<file path="src/rtl/arb_pkg.sv">
// Shared definitions for the 4-requester arbiter.
//   N_REQ / CODE_W : requester count and encoded-owner width
//   state_t        : arbiter sequencing states
//   code_to_onehot : converts an owner code into a grant vector in which
//                    index 0 (the leftmost bit) corresponds to req[0]
package arb_pkg;

  localparam int N_REQ  = 4;
  localparam int CODE_W = 2;

  typedef enum logic [1:0] {
    IDLE    = 2'd0,
    GRANT   = 2'd1,
    RECOVER = 2'd2
  } state_t;

  function automatic logic [0:N_REQ-1] code_to_onehot(input logic [CODE_W-1:0] code);
    logic [0:N_REQ-1] oh;
    oh       = '0;
    oh[code] = 1'b1;
    return oh;
  endfunction

endpackage

</file>
<file path="src/rtl/arb_prio_enc.sv">
// Combinational 4-to-2 priority encoder with a rotating start point.
// The search begins at index 'start' and wraps 3 -> 0; the first asserted
// request found wins. With start = 0 this is a plain fixed-priority encoder
// in which req[0] is the highest priority and encodes to 2'b00.
// Ports:
//   req   in  [0:3]  request vector
//   start in  [1:0]  index at which the search begins
//   code  out [1:0]  absolute index of the winner (0 when nothing is requested)
//   valid out        at least one request bit is set
module arb_prio_enc
  import arb_pkg::*;
(
  input  logic [0:N_REQ-1]  req,
  input  logic [CODE_W-1:0] start,
  output logic [CODE_W-1:0] code,
  output logic              valid
);

  logic [CODE_W-1:0] idx;

  always_comb begin
    code  = '0;
    valid = 1'b0;
    idx   = '0;
    for (int unsigned i = 0; i < N_REQ; i++) begin
      // Two-bit addition wraps the search index naturally.
      idx = start + CODE_W'(i);
      if (!valid && req[idx]) begin
        valid = 1'b1;
        code  = idx;
      end
    end
  end

endmodule

</file>
<file path="src/rtl/req_arbiter_4.sv">
// Sequencing arbiter sharing one downstream resource among 4 requesters.
// A registered FSM (IDLE -> GRANT -> RECOVER -> IDLE) latches the encoder's
// winner as a one-hot grant, holds it until the owner asserts done or drops
// its request, and revokes it with a one-cycle timeout_err pulse once the
// grant has been held for MAX_HOLD cycles. RECOVER inserts one idle
// turnaround cycle between owners. There is no preemption.
// Optional build macro REQ_ARBITER_RR_EN: round-robin selection with a
// priority pointer that moves to owner+1 on every release. Without it,
// req[0] always has the highest priority.
// Ports:
//   clk         in         rising-edge clock
//   rst         in         asynchronous, active-high reset
//   req         in  [0:3]  request vector
//   done        in         owner releases the resource (sampled in GRANT)
//   gnt         out [0:3]  registered one-hot grant
//   gnt_code    out [0:1]  registered owner index; qualify with busy
//   busy        out        a grant is active
//   timeout_err out        one-cycle pulse on hold-timer revocation
module req_arbiter_4
  import arb_pkg::*;
#(
  parameter int MAX_HOLD = 16,
  parameter int CNT_W    = 8
) (
  input  logic           clk,
  input  logic           rst,
  input  logic [0:3]     req,
  input  logic           done,
  output logic [0:3]     gnt,
  output logic [0:1]     gnt_code,
  output logic           busy,
  output logic           timeout_err
);

  localparam logic [CNT_W-1:0] HOLD_LAST = CNT_W'(MAX_HOLD - 1);

  state_t             state_q, state_d;
  logic [0:N_REQ-1]   gnt_q, gnt_d;
  logic [CODE_W-1:0]  code_q, code_d;
  logic               busy_q, busy_d;
  logic               terr_q, terr_d;
  logic [CNT_W-1:0]   cnt_q, cnt_d;

  logic [CODE_W-1:0]  start;
  logic [CODE_W-1:0]  enc_code;
  logic               enc_valid;

`ifdef REQ_ARBITER_RR_EN
  logic [CODE_W-1:0]  ptr_q;

  // Pointer advances past the owner whenever the grant is given up,
  // whatever the cause (done, request drop or timeout).
  always_ff @(posedge clk or posedge rst) begin
    if (rst) begin
      ptr_q <= '0;
    end else if (state_q == GRANT && state_d == RECOVER) begin
      ptr_q <= code_q + 1'b1;
    end
  end

  assign start = ptr_q;
`else
  assign start = '0;
`endif

  arb_prio_enc u_enc (
    .req   (req),
    .start (start),
    .code  (enc_code),
    .valid (enc_valid)
  );

  always_ff @(posedge clk or posedge rst) begin
    if (rst) begin
      state_q <= IDLE;
      gnt_q   <= '0;
      code_q  <= '0;
      busy_q  <= 1'b0;
      terr_q  <= 1'b0;
      cnt_q   <= '0;
    end else begin
      state_q <= state_d;
      gnt_q   <= gnt_d;
      code_q  <= code_d;
      busy_q  <= busy_d;
      terr_q  <= terr_d;
      cnt_q   <= cnt_d;
    end
  end

  always_comb begin
    state_d = state_q;
    gnt_d   = gnt_q;
    code_d  = code_q;
    busy_d  = busy_q;
    terr_d  = 1'b0;
    cnt_d   = cnt_q;
    case (state_q)
      IDLE: begin
        gnt_d  = '0;
        busy_d = 1'b0;
        if (enc_valid) begin
          gnt_d   = code_to_onehot(enc_code);
          code_d  = enc_code;
          busy_d  = 1'b1;
          cnt_d   = '0;
          state_d = GRANT;
        end
      end
      GRANT: begin
        // A voluntary release is checked first so that done on the final
        // allowed cycle suppresses the timeout pulse.
        if (done || !req[code_q]) begin
          gnt_d   = '0;
          busy_d  = 1'b0;
          state_d = RECOVER;
        end else if (cnt_q == HOLD_LAST) begin
          gnt_d   = '0;
          busy_d  = 1'b0;
          terr_d  = 1'b1;
          state_d = RECOVER;
        end else begin
          cnt_d = cnt_q + 1'b1;
        end
      end
      RECOVER: begin
        gnt_d   = '0;
        busy_d  = 1'b0;
        state_d = IDLE;
      end
      default: begin
        gnt_d   = '0;
        busy_d  = 1'b0;
        state_d = IDLE;
      end
    endcase
  end

  assign gnt         = gnt_q;
  assign gnt_code    = code_q;
  assign busy        = busy_q;
  assign timeout_err = terr_q;

endmodule

</file>
<file path="config.mk">
export PLATFORM = sky130hd
export DESIGN_NAME = req_arbiter_4
export DESIGN_NICKNAME = d
export VERILOG_FILES = /design/src/rtl/arb_pkg.sv /design/src/rtl/arb_prio_enc.sv /design/src/rtl/req_arbiter_4.sv
export SDC_FILE = /design/constraint.sdc
export NUM_CORES = 1
export LEC_CHECK = 0
export CORE_MARGIN = 4
export CORE_UTILIZATION = 40
export DETAILED_ROUTE_END_ITERATION = 12
export PLACE_DENSITY = 0.7
export REMOVE_ABC_BUFFERS = 1
export SETUP_SLACK_MARGIN = 0.02
export SLEW_MARGIN = 10
export SYNTH_ARGS = -nofsm -noshare
export SYNTH_HDL_FRONTEND = slang
export SYNTH_SLANG_ARGS = --single-unit
</file>
<file path="constraint.sdc">
create_clock -name clk -period 5.1 [get_ports clk]
set_input_delay 1.02 -clock clk [delete_from_list [all_inputs] [get_ports clk]]
set_output_delay 1.02 -clock clk [all_outputs]
set_load 0.01 [all_outputs]
</file>
# == Word-level counts from Yosys, hierarchy flattened ==
# Index checks and enable logic that the tools add are counted.
# totals
reg_bits,18
elab_cells,63
# classes
n_addsub,1
n_lt_le_gt_ge,3
eq_ne,6
mux,31
bitwise_logic,2
reduce_logical,14
# ops
cell,n
2-to-1 mux 8 bit,3
one-hot mux 8 bit (2 select lines),1
2-to-1 mux 1 bit,14
2-to-1 mux 4 bit,3
2-to-1 mux 2 bit,5
adder 8 x 1 -> 8 bit (second input constant),1
equality test 8 x 4 -> 1 bit (second input constant),1
one-hot mux 4 bit (2 select lines),1
>= comparator 3 bit (second input constant),2
!= test 2 bit (second input constant),3
inverter 2 -> 3 bit,2
logical AND 1 bit,4
logical NOT 1 bit,4
one-hot mux 2 bit (2 select lines),1
AND reduction 2 bit,2
AND reduction 4 bit,1
less-than comparator 3 x 1 -> 1 bit (second input constant),1
!= test 3 bit (second input constant),1
binary-select mux 1 bit (select 2 bit),1
demux 1 bit (select 2 bit),1
equality test 2 x 1 -> 1 bit (second input constant),1
logical NOT 2 bit,1
one-hot mux 1 bit (2 select lines),1
nonzero test 2 bit,1
logical OR 1 bit,1

# == Logic depth before layout (Yosys ltp) ==
# Gate-level depths: netlist of run 1.
# logic_depth
depth_word,17
depth_mapped,6
depth_no_buf,5

# == Hierarchy ==
# Synthesis of run 1 repeated with hierarchy kept, for this count alone.
# hier_totals
cells_unflattened,101
area_unflattened_um2,945.9
# by_module_without_submodules
module,n_inst,cells_each,area_each_um2,seq_area_each_um2
req_arbiter_4,1,86,868.3,450.4
arb_prio_enc,1,15,77.6,0.0

# == Worst setup path before layout of run 1 ==
# Ideal clock, no wire load.
# synth_timing
path_type,input -> register
startpoint,input done
endpoint,register cnt_q[3]
arrival_ns,2.004
t_required_ns,5.021
slack_ns,3.017
stages,5
path_buffers,1
cell_sequence,or2_2 > o22ai_2 > and2_0 > buf_2 > mux2i_1
# synth_via
elab_chain_cells,3
# synth_lines
item,line_no,source
start: declaration,req_arbiter_4.sv:28,"input logic done,"
logical OR 1 bit,req_arbiter_4.sv:113,if (done || !req[code_q]) begin
!= test 2 bit (no line),-,
AND reduction 4 bit (no line),-,
end signal: assignment,req_arbiter_4.sv:87,cnt_q <= cnt_d;
end: declaration,req_arbiter_4.sv:42,"logic [CNT_W-1:0] cnt_q, cnt_d;"
# Every way passes these cells.
# A chain may end at the register's enable or synchronous reset.

# == Worst setup path in the final report of run 1 ==
# layout_timing
startpoint,input req[1] in the netlist's numbering
endpoint,register cnt_q[3]
# layout_via
elab_chain_cells,10
elab_cells_between_ends,16
classes_between,eq/ne: 2; mux: 6; reduce/logical: 8
# layout_lines
item,line_no,source
start: declaration,req_arbiter_4.sv:27,"input logic [0:3] req,"
logical AND 1 bit,arb_prio_enc.sv:28,if (!valid && req[idx]) begin
2-to-1 mux 1 bit,arb_prio_enc.sv:28,
logical NOT 1 bit,arb_prio_enc.sv:28,
logical AND 1 bit,arb_prio_enc.sv:28,
2-to-1 mux 1 bit,arb_prio_enc.sv:28,
logical NOT 1 bit,arb_prio_enc.sv:28,
logical AND 1 bit,arb_prio_enc.sv:28,
2-to-1 mux 1 bit,arb_prio_enc.sv:28,
!= test 2 bit (no line),-,
AND reduction 4 bit (no line) *,-,
# Every way passes the cells marked *; elsewhere a longest branch is shown, timed or not. The select of a mux whose other input is x is not followed.

==> flow_metrics.tcl, run 1 <==
set metrics [dict create \
    status "finished clean" \
    grt_pass1_wl_mm 3.139 \
    fin_skew_ns 0.008540 \
    leakagePower_uw 0.0004725 \
    worst_path_max_delay_cell "clkdlybuf4s50_1" \
    worst-path-stages 5 \
    clkTransAtPathRegs_ns 0.10 \
    peakVddDrop_mv 0.2075 \
    slew-limit-headroom 0.5463 \
    synthFlopType "dfrtp_1" \
    finalNetCount 109 \
    arrival_ns 2.79 \
    fin_worst_hold_slack_ns 0.5020 \
    dp_cells 124 \
    synth_top_area_frac 0.4878 \
    hpwl_mm 1.349 \
    synth-edff-count 0 \
    die_width_um 56.05 \
    drtPass1Iterations 3 \
    routed-wl-met3_um 93 \
    finalPower_uw 480.5 \
    clk_latency_ns 0.29 \
    synth_cell_types 36 \
    cts_tree "yes" \
    n_fill_cell 215 \
    rsz0062_at_grt "false" \
    critical_path.endpoint_type "flip-flop" \
    final_max_slew_viol_count 0 \
    cts.sinks 18 \
    drc 0 \
    gr-usage-all-layers 0.1266 \
    min_period_over_period 0.5044 \
    row_count 17 \
    fmax_mhz 388.7 \
    synth-async-reset-ratio 1.000 \
    period_minus_slack_ns 2.573 \
    die-area_um2 3141 \
    ant_nets 0 \
    cts_hold_buffers 0 \
    wl_met1_um 870 \
    yosysSeqAreaShare 0.4878 \
    io_pins 15 \
    fin_cells 128 \
    powerDensity_nw_per_um2 429.6 \
    cpPeakStageDelay_ns 0.63 \
    die_h_um 56.05 \
    r2r_cells 5 \
    drt_iter0_drc 27 \
    area_growth_pct 21.14 \
    setup_total_negative_slack_ns 0 \
    synth.most_common_cell "dfrtp_1" \
    yosysTopAreaCell "dfrtp_1" \
    hp-class "reg -> reg" \
    antenna_cells 0 \
    synth.area.top_cells "dfrtp_1 49%, mux2i_1 5.4%, nand2_1 3.3%" \
    port-buffer-count 14 \
    drive_gt1_frac 0.1000 \
    avgSynthCellArea_um2 10.99 \
    crit_top_cell "mux2i_1" \
    synth_warnings 0 \
    crit_chain "clkdlybuf4s50_1 -> mux2i_1 -> o22ai_2 -> and2_0 -> mux2i_1" \
    start_util 0.4174 \
    cts_buffer_depth 2 \
    cp_max_fo 10 \
    worst_pin_slew_ns 0.6798 \
    antenna_found_initial 0 \
    wl_per_cell_um 14.14 \
    core_area_um2 2212 \
    syn-cell-area_um2 923.4 \
    cp-start-kind "input port" \
    grt_max_degree 19 \
    via_per_inst 5.422 \
    post_cts_resized 0 \
    numCtsBuffers 3 \
    crit_type "in -> reg" \
    gp_congestion 0.7753 \
    topRoutingLayerUsed "met4" \
    synth_commonest_cells "18 x dfrtp_1, 8 x nand2_1, 5 x inv_1, 5 x mux2i_1" \
    grt_pass1_vias 676 \
    cp.required_ns 5.31 \
    via_count 694 \
    cts.htree.levels 1 \
    synthCells 84 \
    postCtsSetupBuffers 0 \
    ys_seq_elements 18 \
    cts_root_buf "clkbuf_4" \
    grt-ovfl-total 0 \
    cap_viol_max_count 0 \
    hold_path_depth 1 \
    dr_wl_met2_um 812 \
    critPathBufInv 1 \
    final_hold_viol_count 0 \
    finalSetupViolations 0 \
    critPathTopFamily "buffers and inverters" \
    drt-total-wl_mm 1.810 \
]
## cells by family after synthesis
group / after synthesis / synth area share
compound gates: 21 / 0.1924
xor+xnor: 2 / 0.01897
fa+ha+maj: 1 / 0.01355
buf+inv: 7 / 0.03794
flops: 18 / 0.4878
mux: 6 / 0.06640
simple gates: 29 / 0.1829
## metrics by stage
stage | instance area (um^2) | setup slack (ns) | utilization
floorplan | 907.1 | 2.996 | -
global placement | 1082 | 2.236 | 0.4893
detailed placement | 1082 | 2.199 | 0.4893
CTS | 1119 | 2.515 | 0.5057
global route | 1119 | 2.379 | 0.5057
finish | 1119 | 2.527 | 0.5057
## state kept, by name, indices dropped and copies added, names as in the netlist
register,count
timeout_err,1
gnt_code,2
gnt,4
state_q,2
busy,1
cnt_q,8
## layout by cell type, fill, tap and decap left out, types with 2 or more instances in the layout
master           instances
o21ai_0                  2
a31oi_1                  4
nor2_1                   2
nor3_1                   3
mux2i_1                  5
nor2b_1                  2
a21oi_1                  2
nand2b_1                 2
inv_1                    5
and4_1                   2
dfrtp_1                 18
nand2_1                  8
clkdlybuf4s50_1         14
nand3_1                  4
clkbuf_4                 3
a22o_1                   3
## final timing paths
check | from | endpoint | slack, ns
max | req[1] | cnt_q[3] | 2.53
min | gnt[3] | gnt[3] | 0.50
max reg2reg | cnt_q[0] | cnt_q[3] | 3.21
min reg2reg | gnt[3] | gnt[3] | 0.50
max in group asynchronous | rst | state_q[1] | 3.54
min in group asynchronous | rst | gnt[3] | 1.12
## cell type report
| class | instances | area (um^2) | share of cell area |
|---|---|---|---|
| clock buffer | 4 | 36.28 | 0.03244 |
| inverter | 5 | 18.77 | 0.01678 |
| multi-input combinational | 59 | 437.9 | 0.3915 |
| sequential | 18 | 450.4 | 0.4027 |
| tap | 28 | 35.03 | 0.03132 |
| timing repair buffer | 14 | 140.1 | 0.1253 |
## report_power, final
part	leakage, uW	internal, uW	switching (uW)
sequential	0.000241	176	30.1
clock	0.0000210	43.5	43.2
combinational	0.000210	88.3	99.3
## per-layer routing
| layer | track usage | vias to the layer above |
|---|---|---|
| li1 | - | 345 |
| met1 | 0.1595 | 329 |
| met2 | 0.2070 | 15 |
| met3 | 0.02320 | 5 |
| met4 | 0.06102 | 0 |
| met5 | 0 | - |
Note: power is estimated with default switching activity, not from simulation.
==> run 2: changes to the inputs <==
==> constraint.sdc (replaced) <==
create_clock -name clk -period 2.6 [get_ports clk]
set_input_delay 0.52 -clock clk [delete_from_list [all_inputs] [get_ports clk]]
set_output_delay 0.52 -clock clk [all_outputs]
set_load 0.01 [all_outputs]
==> flow_metrics.tcl, run 2 (same netlist as run 1, synthesis figures left out) <==
set metrics [dict create \
    dp_cells 126 \
    drc 0 \
    drt-total-wl_mm 1.829 \
    grt_pass1_vias 709 \
    postCtsSetupBuffers 0 \
    final_hold_viol_count 0 \
    core_area_um2 2212 \
    via_per_inst 5.438 \
    crit_type "in -> reg" \
    final_cell_mix "18 x dfrtp_1, 14 x clkdlybuf4s50_1, 8 x nand2_1, 5 x inv_1, 5 x mux2i_1" \
    die_h_um 56.05 \
    cp.required_ns 2.81 \
    postPlaceCellArea_um2 1097 \
    via_count 707 \
    start_util 0.4174 \
    status "finished clean" \
    peakVddDrop_mv 0.3686 \
    fin_worst_hold_slack_ns 0.5007 \
    final_common_cell "dfrtp_1" \
    die_width_um 56.05 \
    min_period_over_period 0.7666 \
    final_max_slew_viol_count 0 \
    cts_tree "yes" \
    cp-start-kind "input port" \
    cts_buffer_depth 2 \
    cts_hold_buffers 0 \
    antenna_cells 0 \
    multi_input_area_um2 437.9 \
    drive_gt1_frac 0.1176 \
    finalSetupViolations 0 \
    powerDensity_nw_per_um2 843.3 \
    drtPass1Iterations 4 \
    largest_register_ffs 8 \
    area_growth_pct 22.76 \
    gr-usage-all-layers 0.1293 \
    worst_pin_slew_ns 0.6660 \
    post_cts_resized 0 \
    pre_cts_slack_ns 0.3077 \
    grt_pass1_wl_mm 3.249 \
    port-buffer-count 14 \
    die-area_um2 3141 \
    drt_iter0_drc 15 \
    regArea_um2 450.4 \
    final_area_um2 1134 \
    clk_latency_ns 0.29 \
    gp_congestion 0.7914 \
    arrival_ns 2.21 \
    slew-limit-headroom 0.5555 \
    setup_total_negative_slack_ns 0 \
    fin_cells 130 \
    wl_per_cell_um 14.07 \
    period_minus_slack_ns 1.993 \
    ant_nets 0 \
    grt_max_degree 19 \
    top_register "cnt_q" \
    hpwl_mm 1.395 \
    row_count 17 \
    clkTransAtPathRegs_ns 0.10 \
    hp-class "reg -> reg" \
    fmax_mhz 501.7 \
    critical_path.endpoint_type "flip-flop" \
    finalNetCount 111 \
    cts.htree.levels 1 \
    io_pins 15 \
    cts.sinks 18 \
    n_fill_cell 231 \
    cap_viol_max_count 0 \
    antenna_found_initial 0 \
    setup_ws_ns 0.6067 \
    fin_skew_ns 0.006519 \
    numCtsBuffers 3 \
    rsz0062_at_grt "false" \
    grt-ovfl-total 0 \
    cp_max_fo 10 \
    leakagePower_uw 0.0004820 \
    cts_root_buf "clkbuf_4" \
]
==> run 2: cell count changes in the layout (fill, tap and decap cells not counted) <==
cell / delta
buf_4: +2
==> run 2: final timing paths <==
check,startpoint,end,slack [ns],depth (start not counted)
worst max-delay path,req[1],cnt_q[3],0.61,5
worst min-delay path,gnt[3],gnt[3],0.50,1
worst max register to register,cnt_q[0],cnt_q[3],0.73,5
worst min register to register,gnt[3],gnt[3],0.50,1
max in group asynchronous,rst,state_q[0],1.56,2
min in group asynchronous,rst,gnt[3],0.61,2
==> run 2: power breakdown <==
group	switching, uW	internal, uW
Clock	83.4	85.3
Combinational	194	185
Sequential	62.4	346
Total	340	616
==> run 2: metrics by stage <==
stage          power (uW)  utilization
6_report            955.9       0.5124
5_1_grt              1027       0.5124
4_1_cts             968.3       0.5124
3_5_place_dp        797.8       0.4960
3_3_place_gp        785.5       0.4960
2_1_floorplan       640.7            -
==> run 2: worst max-delay path, cell delays in order <==
cell,delay (ns)
clkdlybuf4s50_1,0.62
mux2i_1,0.13
o22ai_2,0.35
and2_0,0.35
mux2i_1,0.23
==> run 2: area by class of cell <==
cell class,instances,share of cell area
Clock buffer,4,0.03201
Inverter,5,0.01656
Multi-Input combinational cell,59,0.3863
Sequential cell,18,0.3974
Tap cell,28,0.03091
Timing Repair Buffer,16,0.1369
==> run 2: per-layer routing <==
layer,track usage,up-vias,share of wire
met1,0.1693,334,0.43
met3,0.03248,5,0.060
li1,-,345,-
met4,0.05085,0,0.018
met5,0,-,0
met2,0.2037,23,0.49
